<file path="src/rtl/mem_arbiter_pkg.sv">
// Shared encodings and defaults for the two-requester memory arbiter.
// Pure declarations; no timing of its own.
// No flow control here; consumers own the handshake.
package mem_arbiter_pkg;

    localparam int ARB_WIDTH_DEFAULT   = 32;
    localparam int ARB_TIMEOUT_DEFAULT = 16;

    typedef enum logic [1:0] {
        ARB_IDLE = 2'd0,
        ARB_BUSY = 2'd1,
        ARB_RESP = 2'd2
    } arb_state_e;

    typedef enum logic {
        OWN_IF = 1'b0,
        OWN_DM = 1'b1
    } owner_e;

endpackage

</file>
<file path="src/rtl/mem_arbiter_watchdog.sv">
// arb_watchdog: counts BUSY cycles and flags an expired memory access.
// expire is combinational in the TIMEOUT-th cycle after start.
// Stops counting once ready or expire is seen; start re-arms and clears.
module arb_watchdog
    import mem_arbiter_pkg::*;
#(
    parameter int TIMEOUT = ARB_TIMEOUT_DEFAULT
) (
    input  logic clk,
    input  logic rst,
    input  logic start,
    input  logic ready,
    output logic expire
);

    logic [7:0] cnt_q, cnt_d;
    logic       active_q, active_d;

    // Expire in the last allowed cycle only if the memory has not answered.
    assign expire = active_q & ~ready & (cnt_q == 8'(TIMEOUT - 1));

    // Clear on start, count while armed, disarm on completion or expiry.
    always_comb begin
        cnt_d    = cnt_q;
        active_d = active_q;
        if (start) begin
            cnt_d    = 8'd0;
            active_d = 1'b1;
        end else if (active_q) begin
            if (ready || expire) begin
                active_d = 1'b0;
            end else begin
                cnt_d = cnt_q + 8'd1;
            end
        end
    end

    // Counter and armed-flag registers.
    always_ff @(posedge clk or negedge rst) begin
        if (!rst) begin
            cnt_q    <= 8'd0;
            active_q <= 1'b0;
        end else begin
            cnt_q    <= cnt_d;
            active_q <= active_d;
        end
    end

endmodule

</file>
<file path="src/rtl/mem_arbiter.sv">
// Arbitrates fetch and data-stage requests onto one single-port memory (optional MEM_ARB_TIMEOUT_EN watchdog).
// Latency: 3 cycles minimum (IDLE sample, BUSY, RESP ack); one transaction in flight.
// Losers and in-flight owners see stall until their ack; mem_req is held until mem_ready.
module mem_arbiter
    import mem_arbiter_pkg::*;
#(
    parameter int WIDTH   = ARB_WIDTH_DEFAULT,
    parameter int TIMEOUT = ARB_TIMEOUT_DEFAULT
) (
    input  logic             clk,
    input  logic             rst,
    input  logic             if_req,
    input  logic [WIDTH-1:0] if_addr,
    output logic             if_ack,
    output logic [WIDTH-1:0] if_rdata,
    input  logic             dm_req,
    input  logic             dm_we,
    input  logic [WIDTH-1:0] dm_addr,
    input  logic [WIDTH-1:0] dm_wdata,
    output logic             dm_ack,
    output logic [WIDTH-1:0] dm_rdata,
    output logic             if_stall,
    output logic             dm_stall,
    output logic             mem_req,
    output logic             mem_we,
    output logic [WIDTH-1:0] mem_addr,
    output logic [WIDTH-1:0] mem_wdata,
    input  logic             mem_ready,
    input  logic [WIDTH-1:0] mem_rdata,
    output logic             err
);

    if (TIMEOUT < 2 || TIMEOUT > 255) begin : g_timeout_range
        $error("mem_arbiter: TIMEOUT must lie in 2..255");
    end

    arb_state_e       state_q, state_d;
    owner_e           owner_q, owner_d;
    owner_e           last_gnt_q, last_gnt_d;
    logic [WIDTH-1:0] addr_q, addr_d;
    logic [WIDTH-1:0] wdata_q, wdata_d;
    logic             we_q, we_d;
    logic [WIDTH-1:0] if_rdata_q, if_rdata_d;
    logic [WIDTH-1:0] dm_rdata_q, dm_rdata_d;
    logic             gnt_dm;
    logic             expire;
    logic             wd_start;

    assign wd_start = (state_q == ARB_IDLE) & (if_req | dm_req);

`ifdef MEM_ARB_TIMEOUT_EN
    logic err_q;

    arb_watchdog #(
        .TIMEOUT (TIMEOUT)
    ) u_watchdog (
        .clk    (clk),
        .rst    (rst),
        .start  (wd_start),
        .ready  (mem_ready & (state_q == ARB_BUSY)),
        .expire (expire)
    );

    // err is high for the single RESP cycle that follows an expiry.
    always_ff @(posedge clk or negedge rst) begin
        if (!rst) begin
            err_q <= 1'b0;
        end else begin
            err_q <= expire;
        end
    end

    assign err = err_q;
`else
    assign expire = 1'b0;
    assign err    = 1'b0;
`endif

    // Arbitration, latching and response sequencing.
    always_comb begin
        state_d    = state_q;
        owner_d    = owner_q;
        last_gnt_d = last_gnt_q;
        addr_d     = addr_q;
        wdata_d    = wdata_q;
        we_d       = we_q;
        if_rdata_d = if_rdata_q;
        dm_rdata_d = dm_rdata_q;
        // dm wins when alone, or on contention if fetch had the last grant.
        gnt_dm     = dm_req & (~if_req | (last_gnt_q == OWN_IF));
        case (state_q)
            ARB_IDLE: begin
                if (if_req || dm_req) begin
                    state_d = ARB_BUSY;
                    if (gnt_dm) begin
                        owner_d = OWN_DM;
                        addr_d  = dm_addr;
                        wdata_d = dm_wdata;
                        we_d    = dm_we;
                    end else begin
                        owner_d = OWN_IF;
                        addr_d  = if_addr;
                        wdata_d = '0;
                        we_d    = 1'b0;
                    end
                end
            end
            ARB_BUSY: begin
                if (mem_ready) begin
                    state_d = ARB_RESP;
                    // Writes complete without disturbing the data-stage read value.
                    if (owner_q == OWN_IF) begin
                        if_rdata_d = mem_rdata;
                    end else if (!we_q) begin
                        dm_rdata_d = mem_rdata;
                    end
                end else if (expire) begin
                    state_d = ARB_RESP;
                    if (owner_q == OWN_IF) begin
                        if_rdata_d = '0;
                    end else if (!we_q) begin
                        dm_rdata_d = '0;
                    end
                end
            end
            ARB_RESP: begin
                last_gnt_d = owner_q;
                state_d    = ARB_IDLE;
            end
            default: begin
                state_d = ARB_IDLE;
            end
        endcase
    end

    // State and datapath registers; reset abandons any transaction.
    always_ff @(posedge clk or negedge rst) begin
        if (!rst) begin
            state_q    <= ARB_IDLE;
            owner_q    <= OWN_IF;
            last_gnt_q <= OWN_IF;
            addr_q     <= '0;
            wdata_q    <= '0;
            we_q       <= 1'b0;
            if_rdata_q <= '0;
            dm_rdata_q <= '0;
        end else begin
            state_q    <= state_d;
            owner_q    <= owner_d;
            last_gnt_q <= last_gnt_d;
            addr_q     <= addr_d;
            wdata_q    <= wdata_d;
            we_q       <= we_d;
            if_rdata_q <= if_rdata_d;
            dm_rdata_q <= dm_rdata_d;
        end
    end

    assign mem_req   = (state_q == ARB_BUSY);
    assign mem_we    = (state_q == ARB_BUSY) & we_q;
    assign mem_addr  = addr_q;
    assign mem_wdata = wdata_q;
    assign if_ack    = (state_q == ARB_RESP) & (owner_q == OWN_IF);
    assign dm_ack    = (state_q == ARB_RESP) & (owner_q == OWN_DM);
    assign if_rdata  = if_rdata_q;
    assign dm_rdata  = dm_rdata_q;
    assign if_stall  = if_req & ~if_ack;
    assign dm_stall  = dm_req & ~dm_ack;

endmodule

</file>
<file path="config.mk">
export PLATFORM = sky130hd
export DESIGN_NAME = mem_arbiter
export DESIGN_NICKNAME = d
export VERILOG_FILES = /design/src/rtl/mem_arbiter_pkg.sv /design/src/rtl/mem_arbiter_watchdog.sv /design/src/rtl/mem_arbiter.sv
export SDC_FILE = /design/constraint.sdc
export NUM_CORES = 1
export LEC_CHECK = 0
export BUFFER_PORTS_ARGS = -buffer_cell sky130_fd_sc_hd__buf_2
export CORE_MARGIN = 3
export CORE_UTILIZATION = 46
export DETAILED_ROUTE_END_ITERATION = 12
export GPL_ROUTABILITY_DRIVEN = 0
export PLACE_DENSITY = 0.8
export SETUP_SLACK_MARGIN = 0.15
export SLEW_MARGIN = 20
export SYNTH_ARGS = -nofsm -noshare
export SYNTH_HDL_FRONTEND = slang
export SYNTH_HIERARCHICAL = 1
export SYNTH_SLANG_ARGS = --single-unit
</file>
<file path="constraint.sdc">
create_clock -name clk -period 2.3 [get_ports clk]
set_input_delay 0.115 -clock clk [delete_from_list [all_inputs] [get_ports clk]]
set_output_delay 0.115 -clock clk [all_outputs]
set_load 0.02 [all_outputs]
</file>
==> out/qor.yml <==
power_and_ir_drop:
  peakVddDrop_uv: 881
  p_leak_nw: 4.07
  p_clk_share_pct: 22.6
  p_comb_share_pct: 42.4
  p_sw_share_pct: 37.8
  seqPwrFrac_pct: 35.0
  switching_power_mw: 4.44
  pwr_density_cell_mw_per_mm2: 1450
  intPower_mw: 7.31
worst_setup_path:
  rr_worst_depth: 4
  endpoint_kind: "flip-flop"
  worstPathRequired_ns: 2.58
  start_kind: "flip-flop"
  cp.arrival_ns: 2.06
  path_max_fanout: 32
  critical_path_class: "flip-flop to flip-flop"
timing:
  max_freq_mhz: 562
  setup_viol: 0
  skew_ns: 0.00752
  slew_viol_final: 0
  setup_tns_ns: 0
  hold_viol_final: 0
  tightest_slew_ns: 0.696
  layout_min_cycle_time_ns: 1.78
  timing.final.crit_share_pct: 77.4
  slew_headroom_pct: 53.4
  rsz0062_at_grt: "false"
detailed_routing:
  via_count: 4223
  drtPass1Iterations: 4
  wl_per_cell_um: 18.3
  routed_via_density: 5.09
  ant_nets: 0
  drt_first_iter_violations: 181
  drc: 0
  totalWireLength_mm: 15.2
floorplanning:
  die_x_um: 114
  die_area_mm2: 0.0130
  core_mm2: 0.0111
  num_io_pins: 269
  rows: 38
  dieHeight_um: 114
  start_util_pct: 48.3
synth:
  syn-num-nets: 471
  ys_ff_latch: 133
  syn_inst: 337
  ys_seq_area_share_pct: 62.0
  syn_area_mm2: 0.00537
  yosys_warnings: 6
  avgSynthCellArea_um2: 15.9
  synth.distinct_cells: 23
clocking:
  cts.sinks: 133
  clock_path_buffers: 2
  clkLatencyLatePin_ns: 0.41
  cts_made_buffers: 17
  clk_pin_slew_ns: 0.06
  cts_max_level: 4
  cts_setup_buffers: 0
  cts_tree: "done"
  root_buffer: "clkbuf_16"
cells_and_area:
  area_delta_synth_final_pct: 51.4
  final_cell_mix: "266 x buf_2, 133 x dfrtp_1, 123 x mux2_2"
  final_nets: 810
  final_common_cell: "buf_2"
  fin_cells: 829
  drive_gt1_share_pct: 63.6
  insertedDiodeCount: 0
  nFillCells: 700
job:
  max_cap_violations: 0
global_route:
  grt_start_max_net_pins: 49
  grt_usage_pct: 23.6
  antenna_found_initial: 0
  grt_pass1_vias: 4665
  grt_pass1_wl_mm: 23.5
  grt_overflow: 0
min_path:
  hold_class: "input port to flip-flop"
  whs_path_depth: 3
placed_design:
  dpl.hpwl_mm: 10.0
  place_inst: 730
  port_buffers: 267
outcome:
  status: "finished clean"
==> layer usage <==
layer | up-vias | share of wire (%) | GRT usage (%)
met1 | 2056 | 34 | 24.6
li1 | 1899 | - | -
met4 | 0 | 3.8 | 11.6
met5 | - | 0 | 0
met2 | 217 | 54 | 42.3
met3 | 51 | 8.0 | 7.90
==> registers in the layout, summed over array words and instances (netlist names) <==
name and cells:
we_q 1, last_gnt_q 1, state_q 2, dm_rdata 32
mem_wdata 32, owner_q 1, if_rdata 32, mem_addr 32
==> per-stage QoR <==
stage | utilization [%] | instance area [um^2] | hold slack [ns] | setup WS, ns | total power [mW]
global placement | 61.7 | 6870 | 0.152 | 0.595 | 8.82
global route | 73.1 | 8130 | 0.0622 | 0.415 | 12.3
CTS | 73.1 | 8130 | 0.0471 | 0.525 | 11.8
finish | 73.1 | 8130 | 0.0665 | 0.520 | 11.8
detailed placement | 61.7 | 6870 | 0.166 | 0.535 | 9.00
floorplan | - | 5370 | -0.181 | 0.685 | 7.20
==> synthesized netlist by cell type <==
library cell,count,share of area (%)
buf_2,8,0.75
nand2_1,2,0.14
buf_1,2,0.14
a22o_1,33,5.4
nor3b_2,1,0.23
a21bo_1,1,0.19
o21ai_0,1,0.093
buf_4,4,0.56
mux2_2,123,26
nor2_1,3,0.21
mux2_4,5,1.4
or2b_1,2,0.28
buf_6,6,1.3
nor3_2,1,0.19
and2_1,2,0.23
buf_8,1,0.28
a21o_1,1,0.14
nor2b_1,1,0.12
nand3b_1,2,0.28
conb_1,1,0.070
inv_1,3,0.21
dfrtp_1,133,62
o21ai_1,1,0.093
==> kinds of logic after synthesis <==
logic type | Yosys count | share of synthesized area (%)
buffers and inverters | 24 | 3.19
other | 1 | 0.0698
AO/OA/AOI/OAI | 37 | 5.89
AND/OR/NAND/NOR | 14 | 1.68
flip-flops | 133 | 62.0
multiplexers | 128 | 27.2
==> worst paths after layout <==
| kind | from | to | slack [ns] |
|---|---|---|---|
| worst max-delay path | state_q[1] | if_rdata[22] | 0.52 |
| worst min-delay path | if_addr[8] | mem_addr[8] | 0.07 |
| worst max register to register | state_q[1] | if_rdata[22] | 0.52 |
| worst min register to register | mem_addr[22] | mem_addr[22] | 0.50 |
| max in group asynchronous | rst | if_rdata[18] | 1.33 |
| min in group asynchronous | rst | dm_rdata[25] | 0.27 |
==> area by class of cell <==
cell class                      instances  area [um^2]  share of cell area (%)
Sequential cell                       133         3330                    40.9
Multi-Input combinational cell        180         1900                    23.3
Timing Repair Buffer                  341         2120                    26.1
Clock buffer                           20          467                    5.74
Clock inverter                         12          126                    1.55
Tap cell                              140          175                    2.15
Inverter                                3         11.3                   0.139
==> worst max-delay path, cell delays in order (launching register included) <==
cell      delay (ns)
dfrtp_1         0.44
nand3b_1        0.28
nor2_2          0.12
buf_4           0.39
mux2_2          0.40
==> timing repair <==
item,4_1_cts,5_1_grt
hold endpoints to repair,141,0
gates resized for setup,0,0
hold buffers,67,0
==> power groups by stage <==
stage | clock, mW | combinational (mW) | sequential [mW]
after global routing | 2.81 | 5.30 | 4.23
after global placement | 0 | 4.78 | 4.04
after CTS | 2.71 | 5.01 | 4.09
after floorplan | 0 | 1.81 | 5.39
after detailed placement | 0 | 4.90 | 4.10
final | 2.66 | 4.99 | 4.11
Power figures use the tool's default switching activity.
